$ cat config.mk
export PLATFORM = sky130hd
export DESIGN_NAME = alu_driver_flat
export DESIGN_NICKNAME = d
export VERILOG_FILES = /design/src/rtl/alu_driver_if.sv /design/src/rtl/alu_driver.sv /design/src/flat_wrapper.sv
export SDC_FILE = /design/constraint.sdc
export NUM_CORES = 1
export LEC_CHECK = 0
export ABC_AREA = 1
export BUFFER_PORTS_ARGS = -buffer_cell sky130_fd_sc_hd__buf_2
export CORE_MARGIN = 4
export CORE_UTILIZATION = 60
export DETAILED_ROUTE_END_ITERATION = 10
export PLACE_DENSITY_LB_ADDON = 0.15
export SLEW_MARGIN = 40
export SYNTH_ARGS = -nofsm -noshare
export SYNTH_HDL_FRONTEND = slang
export SYNTH_SLANG_ARGS = --single-unit
$ cat constraint.sdc
create_clock -name clock -period 3.8 [get_ports clock]
set_input_delay 0.38 -clock clock [delete_from_list [all_inputs] [get_ports clock]]
set_output_delay 0.38 -clock clock [all_outputs]
set_load 0.005 [all_outputs]
$ cat src/rtl/alu_driver_if.sv
// Host-side bundle for alu_driver: instruction push
// handshake and result return handshake.
interface alu_driver_if;
  logic [11:0] in_inst;
  logic        in_valid;
  logic        in_ready;
  logic [7:0]  out_result;
  logic        out_valid;
  logic        out_ready;

  modport master (
    output in_inst, in_valid, out_ready,
    input  in_ready, out_result, out_valid
  );

  modport slave (
    input  in_inst, in_valid, out_ready,
    output in_ready, out_result, out_valid
  );
endinterface

$ cat src/rtl/alu_driver.sv
// Instruction issuer for the accumulator ALU: FIFO, start-up delay, result return.
// Optional: define ALU_DRIVER_NOPSKIP_EN to drop NOP words instead of issuing them.
module alu_driver #(
  parameter int FIFO_DEPTH  = 4,
  parameter int START_DELAY = 2,
  parameter int CNT_W       = 8
) (
  input  logic             clock,
  input  logic             reset,
  alu_driver_if.slave      host,
  output logic [11:0]      inst,
  output logic             inst_en,
  input  logic [7:0]       alu_result,
  output logic [CNT_W-1:0] issued_count,
  output logic             busy
);
  localparam int AW = $clog2(FIFO_DEPTH);
  localparam int DW = $clog2(START_DELAY + 1);

  typedef enum logic [2:0] {
    INIT, IDLE, ISSUE, WAIT, HOLD
  } state_t;

  state_t state_q, state_d;

  logic [11:0]   mem [FIFO_DEPTH];
  logic [AW-1:0] wr_ptr, rd_ptr;
  logic [AW:0]   fcnt;
  logic          full, empty;
  logic          push, pop;
  logic [11:0]   head;

  logic [DW-1:0]    dly_q, dly_d;
  logic [11:0]      inst_q, inst_d;
  logic             en_q, en_d;
  logic [7:0]       res_q, res_d;
  logic             ov_q, ov_d;
  logic [CNT_W-1:0] cnt_q, cnt_d;
  logic             go, skip;

  assign full  = (fcnt == (AW+1)'(FIFO_DEPTH));
  assign empty = (fcnt == '0);
  assign head  = mem[rd_ptr];

  assign host.in_ready = reset & ~full;
  assign push = host.in_valid & host.in_ready;

  always_ff @(posedge clock) begin
    if (push) mem[wr_ptr] <= host.in_inst;
  end

  always_ff @(posedge clock or negedge reset) begin
    if (!reset) begin
      wr_ptr <= '0;
      rd_ptr <= '0;
      fcnt   <= '0;
    end else begin
      if (push) wr_ptr <= wr_ptr + 1'b1;
      if (pop)  rd_ptr <= rd_ptr + 1'b1;
      if (push && !pop)      fcnt <= fcnt + 1'b1;
      else if (pop && !push) fcnt <= fcnt - 1'b1;
    end
  end

`ifdef ALU_DRIVER_NOPSKIP_EN
  assign skip = (head[11:8] == 4'h0);
`else
  assign skip = 1'b0;
`endif

  always_comb begin
    state_d = state_q;
    dly_d   = dly_q;
    inst_d  = inst_q;
    en_d    = 1'b0;
    res_d   = res_q;
    ov_d    = ov_q;
    cnt_d   = cnt_q;
    pop     = 1'b0;
    go      = 1'b0;
    unique case (state_q)
      INIT: begin
        if (dly_q == DW'(START_DELAY - 1)) state_d = IDLE;
        else dly_d = dly_q + 1'b1;
      end
      IDLE:  go = ~empty;
      ISSUE: state_d = WAIT;
      WAIT: begin
        res_d   = alu_result;
        ov_d    = 1'b1;
        state_d = HOLD;
      end
      HOLD: begin
        if (host.out_ready) begin
          ov_d    = 1'b0;
          state_d = IDLE;
          go      = ~empty;
        end
      end
      default: state_d = INIT;
    endcase
    // A skipped head is still popped; IDLE then looks at the next one.
    if (go) begin
      pop = 1'b1;
      if (!skip) begin
        inst_d  = head;
        en_d    = 1'b1;
        cnt_d   = cnt_q + 1'b1;
        state_d = ISSUE;
      end
    end
  end

  always_ff @(posedge clock or negedge reset) begin
    if (!reset) begin
      state_q <= INIT;
      dly_q   <= '0;
      inst_q  <= '0;
      en_q    <= 1'b0;
      res_q   <= '0;
      ov_q    <= 1'b0;
      cnt_q   <= '0;
    end else begin
      state_q <= state_d;
      dly_q   <= dly_d;
      inst_q  <= inst_d;
      en_q    <= en_d;
      res_q   <= res_d;
      ov_q    <= ov_d;
      cnt_q   <= cnt_d;
    end
  end

  assign inst            = inst_q;
  assign inst_en         = en_q;
  assign host.out_result = res_q;
  assign host.out_valid  = ov_q;
  assign issued_count    = cnt_q;
  assign busy = reset & ((state_q != IDLE) | ~empty);
endmodule

$ cat src/flat_wrapper.sv
// flat-port wrapper written by rule: the top's interface ports become plain ports
module alu_driver_flat 
#(
  parameter int FIFO_DEPTH  = 4,
  parameter int START_DELAY = 2,
  parameter int CNT_W       = 8
)
  (clock, reset, inst, inst_en, alu_result, issued_count, busy, host_in_inst, host_in_valid, host_out_ready, host_in_ready, host_out_result, host_out_valid);
  alu_driver_if host_i ();
  input  logic clock;
  input  logic reset;
  output logic [11:0] inst;
  output logic inst_en;
  input  logic [7:0] alu_result;
  output logic [CNT_W-1:0] issued_count;
  output logic busy;
  input wire logic [$bits(host_i.in_inst)-1:0] host_in_inst;
  input wire logic [$bits(host_i.in_valid)-1:0] host_in_valid;
  input wire logic [$bits(host_i.out_ready)-1:0] host_out_ready;
  output wire logic [$bits(host_i.in_ready)-1:0] host_in_ready;
  output wire logic [$bits(host_i.out_result)-1:0] host_out_result;
  output wire logic [$bits(host_i.out_valid)-1:0] host_out_valid;
  assign host_i.in_inst = host_in_inst;
  assign host_i.in_valid = host_in_valid;
  assign host_i.out_ready = host_out_ready;
  assign host_in_ready = host_i.in_ready;
  assign host_out_result = host_i.out_result;
  assign host_out_valid = host_i.out_valid;
  alu_driver #(.FIFO_DEPTH(FIFO_DEPTH), .START_DELAY(START_DELAY), .CNT_W(CNT_W)) u_core (.clock(clock), .reset(reset), .host(host_i), .inst(inst), .inst_en(inst_en), .alu_result(alu_result), .issued_count(issued_count), .busy(busy));
endmodule
# Word-level counts from Yosys, hierarchy flattened
# Memory sizes are Yosys's and may differ from the RTL's. A register that Yosys moved wholly into a read port is not among the register bits.
# Index checks and enable logic that the tools add are counted.
# word_totals
reg_bits	30
mem_bits_rw	48
output_inout_bits	32
elab_cells	59
n_memories	1
# memory_table
memory	depth	word_bits	read_ports	rd_clocked_by_memory_dff	wr	line_no	rtl
u_core.mem	4	12	1	1	1	alu_driver.sv:26	logic [11:0] mem [FIFO_DEPTH];
# classes
n_addsub	6
n_eq_ne	11
mux	13
bitwise	7
reduce_logical	12
# op_table
op	n
$mux W3	5
$pmux W3 S5	1
$add A8 B1 Y8 const B	1
$add A2 B1 Y2 const B	3
$eq A3 B2 Y1 const B	2
$eq A3 B3 Y1 const B	2
$logic_not A3 Y1	2
$ne A3 B1 Y1 const B	2
$mux W1	5
$pmux W1 S2	2
$reduce_and A2 Y1	2
$reduce_bool A2 Y1	2
$add A3 B1 Y3 const B	1
$and A1 B1 Y1	3
$eq A3 B1 Y1 const B	1
$logic_not A1 Y1	3
$ne A3 B2 Y1 const B	1
$not A1 Y1	3
$reduce_and A3 Y1	1
$sub A3 B1 Y3 const B	1
$eq A2 B1 Y1 const B	1
$logic_and A1 B1 Y1	2
$ne A2 B1 Y1 const B	1
$ne A2 B2 Y1 const B	1
$or A1 B1 Y1	1

# Depth between registers and ports, before layout
# depth
word_depth	8
depth_mapped	11

# Worst setup path after synthesis
# No wires, ideal clock.
# synth_path
path_type	reg-to-reg
from	register u_core.state_q[0]
to	register u_core.fcnt[1]
setup_time_ns	0.125
arrival_ns	1.881
t_required_ns	3.675
slack_ns	1.794
path_stages_with_launch	10
synth_period_minus_slack_ns	2.006
cell_sequence	dfrtp_1 > nor2_2 > nand3_2 > nand2_2 > nand2_4 > buf_4 > ha_1 > inv_1 > fa_1 > mux2_2
# synth_via
elab_chain_cells	6
# synth_rtl
item	line_no	rtl
start, declared	alu_driver.sv:24	state_t state_q, state_d;
start signal, assigned	alu_driver.sv:124	state_q <= state_d;
$eq A3 B3 Y1 / $eq A3 B1 Y1 (equally long branches)	alu_driver.sv:81	unique case (state_q)
$pmux W1 S2 (*)	alu_driver.sv:81	
$mux W1 (*)	alu_driver.sv:103	if (go) begin
$logic_not A1 Y1	alu_driver.sv:60	if (push && !pop) fcnt <= fcnt + 1'b1;
$logic_and A1 B1 Y1	alu_driver.sv:60	
$mux W3 / $reduce_bool A2 Y1 (equally long branches)	-	
end signal, assigned	alu_driver.sv:60	
end signal, assigned	alu_driver.sv:61	else if (pop && !push) fcnt <= fcnt - 1'b1;
end, declared	alu_driver.sv:28	logic [AW:0] fcnt;
# Mark *: on every way between the ends. The rest lies on a longest branch, timed or not.
# A chain may end at the register's enable or synchronous reset.

# Final worst setup path
# layout_path
from	register u_core.fcnt[0]
to	register u_core.fcnt[2]
# layout_rtl
item	line_no	rtl
$eq A3 B3 Y1 (*)	alu_driver.sv:41	assign full = (fcnt == (AW+1)'(FIFO_DEPTH));
$not A1 Y1 (*)	alu_driver.sv:45	assign host.in_ready = reset & ~full;
$and A1 B1 Y1 (*)	alu_driver.sv:45	
$and A1 B1 Y1 (*)	alu_driver.sv:46	assign push = host.in_valid & host.in_ready;
net u_core.push	alu_driver.sv:30	logic push, pop;
$logic_not A1 Y1	alu_driver.sv:61	
$logic_and A1 B1 Y1	alu_driver.sv:61	
$reduce_bool A2 Y1 (no source line)	-	
# Mark *: on every way through the listed nets, which the timed path passes. The rest lies on a longest branch. The select of a mux whose other input is x is not followed.

==> metrics.txt <==
cts hold-fix bufs=0; DP Wirelength=~4600 um; Area Overhead vs Synth=13.6%; P_leak=roughly 1.9 nW; top post-synthesis cells by count=nand2_1, edfxtp_1, nor2_1; max_cap viols=0; post-placement worst setup slack=between 1.5 and 2 ns; Syn Area/Cell=approximately 11 um^2; status=finished, final reports clean; cell with the most instances after synthesis=nand2_1; main combinational cell family by area after synthesis=simple AND/OR/NAND/NOR gates; placed cell count=around 460; Overflow after GRT=0; Final setup viols=0; # fillers=between 400 and 500; clock sinks=90; Tcrit/Tclk final=0.599; via/cell ratio=5.27; largest fanout on the critical path=7; setup_tns=0 ns; Compound-Gate Fraction of Synth Area=0.0591; synth warn=0; Slew headroom=0.488; Setup Fix Bufs, Post-CTS=0; die width=between 80 and 90 um; DRT iter0 DRCs=240; Max Buffers Root-to-Sink=2; Final nets=roughly 430; post-synthesis cell area=~3800 um^2; CP endpoint kind=register; Critical Path AT=2.51 ns; Slowest-stage cell, CP=dfrtp_1; WL per Instance=~15 um; core area=5990 um^2; Post-Synthesis Cells=about 340; sequential share of the synthesized area=0.662; initial antenna violation count=0; DRT Pass-1 Iters=4; Syn Nets=about 370; Crit path required time=between 4 and 5 ns; total track usage=0.204; first-pass GRT wire length=between 10000 and 15000 um; Simple-Gate Fraction of Synth Area=0.160; Setup WS post-layout=about 1.5 ns; die height=between 80 and 90 um; TritonCTS buffer count=9; multiplexer area fraction after synthesis=0.0269; PostCTS Resize Cnt=0; Non-Filler Instances=~480; H-tree level count=3; Worst Skew=~0.0095 ns; post-layout util=0.714; FF-to-FF Start=u_core.fcnt[0]; via count of the first global-routing pass=2430; Max VDD drop=0.000500 V; Total Routed Length=between 7000 and 8000 um; final hold violations=0; Netlist cell types=24; CP peak stage delay=around 0.44 ns; Hold WC Path Type=in -> async; crit-path leading delay family=adder cells; # diodes=0; worst path bufs/invs=2; CTS tree=yes; worst slew pin tran=between 0.7 and 0.8 ns; Highest Clock Rate=approximately 0.44 GHz; layout cells sized above 1=0.226; Synth top area share=0.383; unrepaired setup endpoints after global routing=false; XOR/XNOR share of the synthesized area=0.0186; RePlAce Congestion=just under 0.8; Starting Density=0.629; Slew Limit Fails=0; Clock Tree Root=clkbuf_8; CP Launch Point=u_core.fcnt[0]; largest area contributor in the netlist=edfxtp_1; die area=7610 um^2; largest cells by area after synthesis=edfxtp_1, dfrtp_1, nand2_1, o21ai_0, nor2_1; Adder-Cell Fraction of Synth Area=0.0286; Async S/R FF share, synth=0.467; vias=2512; PwrDens=approximately 750 nW/um^2; PortBufs=55; critical path class=reg -> reg; ANT nets after route=0; prevailing post-synth register cell=edfxtp_1; Synth Register Bits=90; clk_lat worst skew=around 0.36 ns; I/O pins=56; count of flip-flops with a built-in enable after synthesis=48; crit-path cells=nor2_1, a21oi_1, nand2_1, inv_1, ha_1, inv_1, fa_1, a21oi_1, o21ai_0, xor2_1; DRC viols=0; std cell rows=28; largest net degree at the start of global routing=between 40 and 50; Clk pin slew, worst setup/hold paths=roughly 0.090 ns; Tmin final=about 2.3 ns; crit start category=register
## layout by cell type, fill, tap and decap left out, drive strengths merged
cell type / instances
nand2: 90
buf: 57
edfxtp: 48
nor2: 48
dfrtp: 42
o21ai: 40
inv: 24
clkbuf: 10
mux2: 9
ha: 7
nand3: 7
xnor2: 6
a21oi: 3
clkinv: 3
xor2: 2
nand3b: 2
o31ai: 1
nand4: 1
fa: 1
bufinv: 1
## worst register-to-register path: cells and delay by family (launching register included)
| family | cells | cell delay [ns] |
|---|---|---|
| flip-flops | 1 | 0.44 |
| buffers and inverters | 2 | 0.21 |
| XOR/XNOR | 1 | 0.16 |
| adder cells (fa/ha/maj) | 2 | 0.54 |
| AO/OA/AOI/OAI | 3 | 0.46 |
| AND/OR/NAND/NOR | 2 | 0.34 |
## flip-flops by register name (all words and copies together) (netlist names)
| register | count |
|---|---|
| u_core.mem | 48 |
| u_core.inst_en | 1 |
| u_core.wr_ptr | 2 |
| u_core.state_q | 3 |
| u_core.issued_count | 8 |
| u_core.dly_q | 2 |
| u_core.fcnt | 3 |
| u_core.host.out_valid | 1 |
| u_core.rd_ptr | 2 |
| u_core.host.out_result | 8 |
| u_core.inst | 12 |
## cell families (layout without fill, tap and decap cells)
kind of cell / count (synthesis) / in the layout
mux: 9 / 9
fa+ha+maj: 8 / 8
flops: 90 / 90
compound gates: 44 / 44
xor+xnor: 8 / 8
simple gates: 148 / 148
buf+inv: 34 / 95
## per-stage QoR
stage | hold slack [ns] | cell area [um^2] | power (W)
3_5_place_dp | 0.460 | 4080 | 0.00258
3_3_place_gp | 0.459 | 4070 | 0.00252
5_1_grt | 0.174 | 4280 | 0.00347
6_report | 0.149 | 4280 | 0.00322
4_1_cts | 0.163 | 4280 | 0.00324
2_1_floorplan | 0.0844 | 3770 | 0.00226
## metal layers
metal	global-route usage	wire length, um	share of wire	vias up
li1	-	-	-	1234
met1	0.282	3210	0.45	1205
met2	0.317	3400	0.48	63
met3	0.0464	375	0.053	10
met4	0.0781	104	0.015	0
met5	0	0	0	-
## power by group
group	internal (W)	switching, W	total [W]	leakage (nW)
combinational	0.000429	0.000658	0.00109	0.855
clock	0.000324	0.000341	0.000665	0.102
sequential	0.00128	0.000185	0.00147	0.950
total	0.00204	0.00118	0.00322	1.91
## final cells by class
cell class                      count  area (um^2)  share of cell area
Inverter                           22         85.1              0.0199
Tap cell                           75         93.8              0.0219
Multi-Input combinational cell    217         1110               0.260
Clock inverter                      6         63.8              0.0149
Clock buffer                       10          138              0.0322
Sequential cell                    90         2490               0.583
Timing Repair Buffer               57          290              0.0679
## final timing paths
check                                         endpoint  slack, ns  cells after the start
worst max-delay path                    u_core.fcnt[2]       1.52                     10
worst min-delay path            u_core.issued_count[7]       0.15                      2
worst max register to register          u_core.fcnt[2]       1.52                     10
worst min register to register          u_core.inst[2]       0.48                      2
max in group asynchronous        u_core.host.out_valid       3.26                      2
min in group clock                    u_core.mem[2][9]       0.24                      1
No activity file was read; power rests on OpenSTA's default activity.
